--- config.mk ---
export PLATFORM = sky130hd
export DESIGN_NAME = apb_counter_regs
export DESIGN_NICKNAME = d
export VERILOG_FILES = /design/src/rtl/apb_counter_regs.sv
export SDC_FILE = /design/constraint.sdc
export NUM_CORES = 1
export LEC_CHECK = 0
export ABC_AREA = 0
export BUFFER_PORTS_ARGS = -buffer_cell sky130_fd_sc_hd__buf_2
export CAP_MARGIN = 20
export CORE_UTILIZATION = 36
export CTS_CLUSTER_DIAMETER = 120
export CTS_CLUSTER_SIZE = 40
export DETAILED_ROUTE_END_ITERATION = 8
export PLACE_DENSITY_LB_ADDON = 0.15
export SYNTH_ARGS = -nofsm -noshare
export SYNTH_HDL_FRONTEND = slang
export SYNTH_SLANG_ARGS = --single-unit
--- constraint.sdc ---
create_clock -name clk -period 2.45 [get_ports clk]
set_clock_uncertainty 0.15 [all_clocks]
set_input_delay 0.245 -clock clk [delete_from_list [all_inputs] [get_ports clk]]
set_output_delay 0.245 -clock clk [all_outputs]
set_load 0.02 [all_outputs]
--- src/rtl/apb_counter_regs.sv ---
// APB3 register front-end for the countdown counter: CTRL, LOAD, COUNT, STATUS; level irq = PEND & IRQ_EN.
// Transfer takes 2 + WAIT_STATES cycles; PREADY held low during wait states; register side effects visible the cycle after completion.
module apb_counter_regs #(
   parameter int ADDR_W      = 12,
   parameter int WAIT_STATES = 0
) (
   input  logic              clk,
   input  logic              reset,
   input  logic              PSEL,
   input  logic              PENABLE,
   input  logic              PWRITE,
   input  logic [ADDR_W-1:0] PADDR,
   input  logic [31:0]       PWDATA,
   output logic [31:0]       PRDATA,
   output logic              PREADY,
   output logic              PSLVERR,
   output logic              cnt_en,
   output logic [15:0]       cnt_load,
   output logic              cnt_load_strobe,
   input  logic [15:0]       cnt_count,
   input  logic              cnt_intr_req,
   output logic              irq
);

   localparam logic [3:0] WS = 4'(WAIT_STATES);

   localparam logic [1:0] REG_CTRL   = 2'd0;
   localparam logic [1:0] REG_LOAD   = 2'd1;
   localparam logic [1:0] REG_COUNT  = 2'd2;
   localparam logic [1:0] REG_STATUS = 2'd3;

   typedef enum logic [1:0] {
      IDLE   = 2'd0,
      SETUP  = 2'd1,
      ACCESS = 2'd2
   } state_t;

   state_t      state, phase, next_state;
   logic [3:0]  wait_cnt, wait_nxt;
   logic        irq_en, intr_q, pend;
   logic [1:0]  reg_sel;
   logic        addr_err, err, xfer_done, complete;
   logic        wr_ctrl, wr_load, w1c, intr_rise;
   logic [31:0] rdata;
   logic        unused_bits;

   assign reg_sel     = PADDR[3:2];
   assign addr_err    = |PADDR[ADDR_W-1:4];
   assign unused_bits = ^{PADDR[1:0], PWDATA[31:16]};

   // The setup phase is decoded from IDLE in the cycle it appears, so the
   // access phase lands in ACCESS on the very next cycle (2-cycle transfer).
   always_comb begin
      phase      = state;
      next_state = state;
      wait_nxt   = wait_cnt;
      if (state == IDLE && PSEL && !PENABLE) phase = SETUP;
      case (phase)
         IDLE: next_state = IDLE;
         SETUP: begin
            next_state = ACCESS;
            wait_nxt   = WS;
         end
         ACCESS: begin
            if (!PSEL) begin
               next_state = IDLE;
               wait_nxt   = 4'd0;
            end else if (wait_cnt != 4'd0) begin
               wait_nxt = wait_cnt - 4'd1;
            end else begin
               next_state = IDLE;
            end
         end
         default: begin
            next_state = IDLE;
            wait_nxt   = 4'd0;
         end
      endcase
   end

   always_ff @(posedge clk or negedge reset) begin
      if (!reset) begin
         state    <= IDLE;
         wait_cnt <= 4'd0;
      end else begin
         state    <= next_state;
         wait_cnt <= wait_nxt;
      end
   end

   assign err       = addr_err | (PWRITE & (reg_sel == REG_COUNT));
   assign xfer_done = (state == ACCESS) && PSEL && (wait_cnt == 4'd0);
   assign complete  = xfer_done && !err;
   assign wr_ctrl   = complete && PWRITE && (reg_sel == REG_CTRL);
   assign wr_load   = complete && PWRITE && (reg_sel == REG_LOAD);
   assign w1c       = complete && PWRITE && (reg_sel == REG_STATUS) && PWDATA[0];
   assign intr_rise = cnt_intr_req && !intr_q;

   always_comb begin
      rdata = 32'h0;
      case (reg_sel)
         REG_CTRL:   rdata = {30'h0, irq_en, cnt_en};
         REG_LOAD:   rdata = {16'h0, cnt_load};
         REG_COUNT:  rdata = {16'h0, cnt_count};
         REG_STATUS: rdata = {30'h0, cnt_intr_req, pend};
         default:    rdata = 32'h0;
      endcase
   end

   assign PREADY  = xfer_done;
   assign PSLVERR = xfer_done && err;
   assign PRDATA  = complete ? rdata : 32'h0;

   always_ff @(posedge clk or negedge reset) begin
      if (!reset) begin
         cnt_en          <= 1'b0;
         irq_en          <= 1'b0;
         cnt_load        <= 16'h0;
         cnt_load_strobe <= 1'b0;
      end else begin
         cnt_load_strobe <= wr_load;
         if (wr_ctrl) begin
            cnt_en <= PWDATA[0];
            irq_en <= PWDATA[1];
         end
         if (wr_load) cnt_load <= PWDATA[15:0];
      end
   end

   // A new rising edge outranks a simultaneous W1C so no event is lost.
   always_ff @(posedge clk or negedge reset) begin
      if (!reset) begin
         intr_q <= 1'b0;
         pend   <= 1'b0;
         irq    <= 1'b0;
      end else begin
         intr_q <= cnt_intr_req;
         if (intr_rise)  pend <= 1'b1;
         else if (w1c)   pend <= 1'b0;
         irq <= pend & irq_en;
      end
   end

endmodule

; ---- Yosys cells after proc, flatten, opt, wreduce, memory -nomap -nowiden
; Index checks and enable logic that the tools add are counted.
[word_totals]
ff_bits = 28
out_inout_bits = 53
in_bits = 66
elab_cells = 56
[op_classes]
n_eq_ne = 8
bitwise_logic = 4
muxes = 11
n_reduce_logical = 23
add_sub_neg = 1
[op_table]
columns = operator, n
row1 = 32-bit case mux with 4 select lines, 1
row2 = 32-bit two-way mux, 1
row3 = 1-bit logical AND, 12
row4 = "2-bit equality test, second input constant", 4
row5 = 4-bit two-way mux, 2
row6 = 4-bit case mux with 2 select lines, 1
row7 = 8-bit OR reduction, 1
row8 = 2-bit zero test, 3
row9 = 2-bit two-way mux, 3
row10 = "3-bit != test, second input constant", 2
row11 = "2-bit by 1-bit equality test with 1-bit output, second input constant", 2
row12 = 4-bit zero test, 1
row13 = 2-bit case mux with 2 select lines, 1
row14 = 4-bit nonzero test, 1
row15 = "4-bit by 1-bit subtractor with 4-bit output, second input constant", 1
row16 = 1-bit zero test, 3
row17 = 1-bit AND, 2
row18 = 1-bit two-way mux, 2
row19 = 2-bit AND reduction, 1
row20 = 2-bit nonzero test, 1
row21 = 1-bit NOT, 1
row22 = 1-bit bitwise OR, 1

; ---- Logic depth before layout (Yosys ltp)
; Gate-level depths: netlist of the first run.
[logic_depth]
word_depth = 10
depth_mapped = 7
ltp_nobuf = 6

; ---- Worst setup path after synthesis of the first run
; No wires, ideal clock.
[synth_timing]
kind = reg-to-output
start = register wait_cnt[0]
end = output PRDATA[10]
required_time_ps = 2055
stages_incl_launch_ff = 8
setup_slack_ps = 135
path_buffers = 1
arrival_ps = 1920
path_cell_list = dfrtp_1 > inv_1 > ha_1 > nor3b_4 > nand3_4 > a211o_2 > clkbuf_1 > nor2_1
[synth_via]
elab_chain_cells = 4
[synth_lines]
columns = element, line_no
row1 = from (decl), 39  ; logic [3:0] wait_cnt, wait_nxt;
row2 = from (signal assigned), 87  ; wait_cnt <= wait_nxt;
row3 = 4-bit zero test, 92  ; assign xfer_done = (state == ACCESS) && PSEL && (wait_cnt == 4'd0);
row4 = 1-bit logical AND, 92
row5 = 1-bit logical AND, 93  ; assign complete = xfer_done && !err;
row6 = 32-bit two-way mux, 112  ; assign PRDATA = complete ? rdata : 32'h0;
row7 = to (decl), 14  ; output logic [31:0] PRDATA,
; No other way between the ends.

; ---- Worst setup path after layout of the first run
[layout_timing]
start = register wait_cnt[0]
end = output PRDATA[11]
; Same word-level chain as after synthesis.

==> results of run 1 <==
cells by family (layout without fill, tap and decap cells):
| group | count (synthesis) | after routing | synth area share |
|---|---|---|---|
| simple gates | 41 | 41 | 0.158 |
| buf+inv | 29 | 106 | 0.119 |
| flops | 27 | 27 | 0.433 |
| compound gates | 25 | 26 | 0.110 |
| mux | 21 | 21 | 0.165 |
| fa+ha+maj | 1 | 1 | 0.00801 |
| other cells | 1 | 16 | 0.00240 |
| xor+xnor | 1 | 1 | 0.00561 |
layout make-up:
| type | instances | area [um2] | area share |
|---|---|---|---|
| clock buffers | 4 | 45.0 | 0.0211 |
| multi-input cells | 106 | 785 | 0.368 |
| well taps | 50 | 62.6 | 0.0293 |
| repair buffers | 97 | 548 | 0.257 |
| inverters | 5 | 18.8 | 0.00879 |
| flip-flops and latches | 27 | 676 | 0.317 |
timing repair:
item	CTS	global route
pin swaps	2	3
cloned	1	0
gates resized for setup	2	7
endpoints found under the hold margin	28	0
hold buffers	2	0
setup buffers	3	4
endpoints found under the setup margin	16	33
stage by stage:
stage | worst slack [ps] | hold slack (ps) | TNS, ps | utilization
final | 101 | 50.0 | 0 | 0.522
after global routing | -3.84 | 34.3 | -9.45 | 0.522
after CTS | 0.949 | 39.0 | 0 | 0.511
after detailed placement | 208 | 146 | 0 | 0.484
after global placement | 197 | 141 | 0 | 0.484
after floorplan | 135 | -201 | 0 | -
power groups by stage:
| stage | clock network, W | logic (W) | registers, W |
|---|---|---|---|
| floorplan | 0 | 0.0000778 | 0.000458 |
| global placement | 0 | 0.000110 | 0.000459 |
| detailed placement | 0 | 0.000112 | 0.000459 |
| CTS | 0.000263 | 0.000118 | 0.000450 |
| global route | 0.000278 | 0.000133 | 0.000451 |
| finish | 0.000248 | 0.000119 | 0.000450 |
path summary, 6_finish.rpt:
kind	start	end	slack, ps	cells past startpoint
max reg2reg	wait_cnt[0]$_DFFE_PN0P_	cnt_load[13]$_DFFE_PN0P_	120	8
max in group asynchronous	reset	wait_cnt[0]$_DFFE_PN0P_	1390	2
min	PWDATA[12]	cnt_load[12]$_DFFE_PN0P_	50	2
min reg2reg	intr_q$_DFF_PN0_	pend$_DFFE_PN0P_	270	1
max	wait_cnt[0]$_DFFE_PN0P_	PRDATA[11]	100	7
min in group asynchronous	reset	irq$_DFF_PN0_	370	2
sequential cells by signal (all words and copies together) (netlist names):
register and flops:
pend 1, cnt_load_strobe 1, cnt_en 1, cnt_load 16
wait_cnt 4, irq 1, intr_q 1, irq_en 1
state 1
layer usage:
layer / part of all wire / routed length [um] / up-vias
met5: 0 / 0 / -
met4: 0.0043 / 17 / 0
met3: 0.061 / 240 / 2
met2: 0.49 / 1950 / 61
met1: 0.44 / 1730 / 667
li1: - / - / 673
cell usage in the layout, fill, tap and decap left out, drive strengths merged:
| master | n |
|---|---|
| mux4 | 2 |
| clkbuf | 4 |
| dfrtp | 27 |
| nor2b | 4 |
| a21oi | 4 |
| mux2i | 1 |
| dlygate4sd3 | 2 |
| a22oi | 14 |
| o21ai | 2 |
| conb | 16 |
| nand2 | 5 |
| nor3 | 1 |
| nor4b | 2 |
| a211o | 2 |
| ha | 1 |
| mux2 | 18 |
| nand2b | 1 |
| nor2 | 16 |
| nand3b | 1 |
| o31ai | 1 |
| buf | 95 |
| nor4 | 3 |
| inv | 5 |
| or3 | 1 |
| xnor2 | 1 |
| o22ai | 3 |
| nor3b | 2 |
| nand3 | 3 |
| and2 | 2 |
worst reg2reg max path, stage by stage, from the launching register on:
cell	delay, ps
dfrtp_1	410
inv_2	70
ha_2	180
nor3b_4	260
nand3_4	130
buf_4	190
nor4b_4	300
buf_12	190
mux2_2	340
==> run_results.csv, run 1 <==
group,metric,value,unit
clock_tree,cts_buffers,3,
synth,yosys_register_bits,27,
synth,ys_top_cells_by_area,"dfrtp_1 (43%), mux2_2 (13%), buf_4 (7.7%)",
synth,synth_warnings,0,
synth,synth_edf_count,0,
global_routing,grt_pass1_wl,5.72,mm
global_routing,grt_use_met3,0.0350,
floorplan,dieHeight,67.9,um
global_routing,globalRouteTotalUtil,0.169,
floorplan,die_area,4600,um2
route,finalWirelength,3.94,mm
final_layout,fin_cells,289,
power,switching_share,0.250,
global_routing,grt_use_met1,0.222,
route,drc,0,
global_routing,grt_busiest_layer,"met2",
critical_path,setup.worst_path.start_class,"flop",
place,placed_area,1980,um2
sta,fin_crit,2350,ps
final_layout,fin_area,2130,um2
global_routing,grt_start_max_net_pins,28,
status,status,"finished, final reports clean",
critical_path,path_cells,"inv_2 > ha_2 > nor3b_4 > nand3_4 > a211o_4 > nor2_1 > buf_2",
power,cellPowerDensity,383,nW/um2
route,first_iter_violations,52,
synth,yosysTopAreaCellShare,0.433,
place,gp_congestion,0.794,
clock_tree,cts.sinks,27,
critical_path,crit_arrival,1950,ps
power,seqPwrFrac,0.551,
place,dp_hpwl,2.75,mm
sta,setup_violations,0,
final_layout,antenna_cells,0,
power,intPower,0.000613,W
sta,hold_viol,0,
power,irDropWorstVdd,0.273,mV
clock_tree,clk_path_buf_depth,2,
sta,tightestPinTransition,608,ps
power,combPwrFrac,0.146,
synth,ys_seq_area_frac,0.433,
floorplan,num_rows,23,
final_layout,area_delta_synth_final,36.7,%
synth,yosysMostFrequentCell,"dfrtp_1",
power,clkPwrFrac,0.303,
route,wire_per_inst,13.6,um
floorplan,start_util,0.382,
synth,syn_avg_cell_area,10.7,um2
critical_path,cp_max_fo,8,
synth,yosysTopAreaCell,"dfrtp_1",
critical_path,worst-path-buf-inv,2,
final_layout,fin_nets,307,
route,num_vias,1403,
clock_tree,clock_latency,270,ps
critical_path,cp-end-kind,"primary output",
power,total_leakage_power,1.14,nW
floorplan,die_w,67.9,um
power,p_sw,0.000204,W
clock_tree,clk_pin_slew,90,ps
route,ant_nets,0,
route,via_per_inst,4.85,
synth,syn_inst,146,
clock_tree,h-tree-depth,1,
critical_path,critPathTopFamily,"simple AND/OR/NAND/NOR gates",
critical_path,cp.required,2060,ps
global_routing,overflow,0,
sta,slew_viol_final,0,
global_routing,grt_pass1_vias,1188,
synth,synth_area,1560,um2
synth,synth_cell_types,33,
clock_tree,cts_root_buf,"clkbuf_8",
place,portBuffers,84,
job,drv_cap,0,
clock_tree,cts_tree,"yes",
critical_path,worst_path_max_delay_cell,"dfrtp_1",
place,dp.cells,275,
synth,synthFlopType,"dfrtp_1",
critical_path,crit_type,"reg2out",
floorplan,ioPinCount,119,
synth,netlist_top_cells_count,"dfrtp_1 (27), mux2_2 (18), buf_4 (16), nor2_1 (16), a22oi_1 (14)",
critical_path,cpPeakStageDelay,410,ps
sta,period_share,0.959,
global_routing,antenna_found_initial,0,
global_routing,met2_usage,0.285,
sta,worst_slew_margin_rel,0.594,
sta,max_freq,426,MHz
synth,async_flop_share,1.00,
final_layout,fillers,400,
power,p_total,0.000817,W
hold_path,min_path_type,"in2reg",
final_layout,drive_gt1_frac,0.523,
floorplan,core-area,4090,um2
route,first_pass_iters,4,
Power figures use the tool's default switching activity.
==> run 2, diff against run 1 <==
Settings changed: CORE_UTILIZATION 36 to 37, CTS_BUF_LIST set to sky130_fd_sc_hd__clkbuf_4 sky130_fd_sc_hd__clkbuf_8.
==> run 2 against run 1 <==
Against the previous run:
- routed wire length shrank 5.4%
- sequential cell count is the same
- die area shrank 2.6%
- clock-buffer cell count shrank 1
- highest routed layer unchanged
- via count shrank 0.50%
- setup slack lost 38 ps
- hold slack gained 1.7 ps
- clock power shrank 2%
- maximum frequency shrank 1.6%
- sequential power is essentially flat
- largest power group unchanged
- sequential share of layout area shrank 0.55 points
==> run_results.csv, run 2 (synthesis results as in run 1) <==
group,metric,value,unit
power,p_total,0.000813,W
critical_path,reg2reg_to,"cnt_load[14]$_DFFE_PN0P_",
power,total_leakage_power,1.16,nW
global_routing,grt_pass1_wl,5.44,mm
floorplan,core-area,4030,um2
critical_path,rr_worst_depth,9,
route,dr_wl_met3,240,um
clock_tree,h-tree-depth,1,
floorplan,dieHeight,67.0,um
final_layout,final_common_cell,"buf_2",
clock_tree,clk_pin_slew,90,ps
final_layout,drive_gt1_frac,0.531,
sta,worst_slack,63.7,ps
route,wire_per_inst,12.8,um
critical_path,cp_max_fo,7,
critical_path,cpPeakStageDelay,410,ps
power,irDropWorstVdd,0.292,mV
sta,tightestPinTransition,608,ps
hold_path,whs_endpoint,"cnt_load[5]$_DFFE_PN0P_",
sta,setup_violations,0,
hold_path,min_path_type,"in2reg",
final_layout,antenna_cells,0,
power,combPwrFrac,0.146,
floorplan,num_rows,23,
critical_path,r2r_slack,60,ps
route,first_pass_iters,4,
floorplan,ioPinCount,119,
place,portBuffers,84,
global_routing,grt_pass1_vias,1152,
final_layout,top_register,"cnt_load",
status,status,"finished, final reports clean",
sta,worst_slew_margin_rel,0.595,
critical_path,crit_arrival,2400,ps
clock_tree,cts_tree,"yes",
sta,period_share,0.974,
clock_tree,clk_path_buf_depth,2,
critical_path,cp-end-kind,"flop",
floorplan,die_area,4480,um2
global_routing,antenna_found_initial,0,
final_layout,area_delta_synth_final,39.1,%
route,drc,0,
job,drv_cap,0,
clock_tree,cts.sinks,27,
floorplan,start_util,0.388,
power,clkPwrFrac,0.300,
place,dp_slack,198,ps
final_layout,fin_nets,309,
critical_path,cp.required,2460,ps
sta,slew_viol_final,0,
critical_path,setup.worst_path.start_class,"flop",
clock_tree,cts_buffers,3,
clock_tree,clock_latency,260,ps
critical_path,path_cells,"inv_2 > ha_4 > nor3b_4 > nand3_4 > buf_6 > nor4b_4 > buf_4 > clkbuf_16 > mux2_2",
hold_path,whs_path_depth,2,
route,via_per_inst,4.80,
power,intPower,0.000611,W
route,ant_nets,0,
place,dp_hpwl,2.56,mm
global_routing,globalRouteTotalUtil,0.162,
route,finalWirelength,3.73,mm
hold_path,holdCritStartpoint,"PWDATA[5]",
route,wl_met1,1.64,mm
sta,max_freq,419,MHz
critical_path,worst_path_max_delay_cell,"dfrtp_1",
power,switching_share,0.248,
place,gp_congestion,0.766,
sta,fin_crit,2390,ps
route,maxUsedRoutingLayer,"met4",
final_layout,reg_top3,"cnt_load x16, wait_cnt x4",
floorplan,die_w,67.0,um
final_layout,final_cell_mix,"buf_2 (83), dfrtp_1 (27), mux2_2 (18)",
power,seqPwrFrac,0.554,
power,cellPowerDensity,374,nW/um2
global_routing,overflow,0,
route,first_iter_violations,49,
sta,hold_viol,0,
power,p_sw,0.000202,W
route,num_vias,1396,
clock_tree,cts_root_buf,"clkbuf_8",
critical_path,crit_type,"reg2reg",
global_routing,grt_start_max_net_pins,28,
critical_path,rr_startpoint,"wait_cnt[0]$_DFFE_PN0P_",
route,wl_met2,1.83,mm
final_layout,largest_reg_flops,16,
-- run 2: cell count changes in the layout (fill, tap and decap cells not counted), sizes merged --
cell / previous run / this run
clkinv: 0 / 1
buf: 95 / 96
-- run 2: worst max-delay path by stage --
stage	start	to	slack, ps	cells after the start
floorplan	wait_cnt[0]$_DFFE_PN0P_	PRDATA[10]	140	7
global placement	wait_cnt[0]$_DFFE_PN0P_	PRDATA[13]	220	7
detailed placement	wait_cnt[0]$_DFFE_PN0P_	cnt_load[9]$_DFFE_PN0P_	200	7
CTS	wait_cnt[0]$_DFFE_PN0P_	PRDATA[13]	9	7
global route	wait_cnt[0]$_DFFE_PN0P_	cnt_load[7]$_DFFE_PN0P_	-20	9
finish	wait_cnt[0]$_DFFE_PN0P_	cnt_load[14]$_DFFE_PN0P_	60	9
-- run 2: through the flow --
step	hold slack (ps)	utilization	area, um2	setup TNS [ps]	cells
final	51.7	0.539	2170	0	291
after global routing	34.9	0.539	2170	-154	291
after CTS	39.4	0.519	2090	0	285
after detailed placement	145	0.493	1980	0	276
after global placement	147	0.493	1980	0	276
after floorplan	-201	-	1620	0	161
-- run 2: cell type report --
cell class                 instances  area, um2
fill                             383       1860
multi-input combinational        106        795
sequential                        27        676
timing repair buffer              99        574
tap                               50       62.6
clock buffer                       3       41.3
inverter                           5       18.8
clock inverter                     1       5.00
-- run 2: metal layers --
layer,vias up,track usage
met2,55,0.266
met5,-,0
met1,660,0.217
met3,2,0.0377
met4,0,0.0319
li1,679,-
-- run 2: critical path, delay by kind of cell (launching register included) --
family        cells  cell delay, ps
buf+inv           4             600
fa+ha+maj         1             140
simple gates      3             640
mux               1             320
flops             1             410
-- run 2: repair_timing --
action                                 CTS  global route
setup endpoints to repair               16            32
endpoints found under the hold margin   28             0
buffers inserted                         2             5
pin swaps                                2             4
gates cloned                             1             1
hold buffers                             2             0
resized for setup                        2             5
-- run 2: power by group through the flow --
stage                      logic, W  clock network [W]  registers (W)
after global placement     0.000109                  0       0.000459
final                      0.000118           0.000244       0.000450
after floorplan           0.0000778                  0       0.000458
after global routing       0.000132           0.000278       0.000451
after CTS                  0.000117           0.000261       0.000450
after detailed placement   0.000110                  0       0.000459
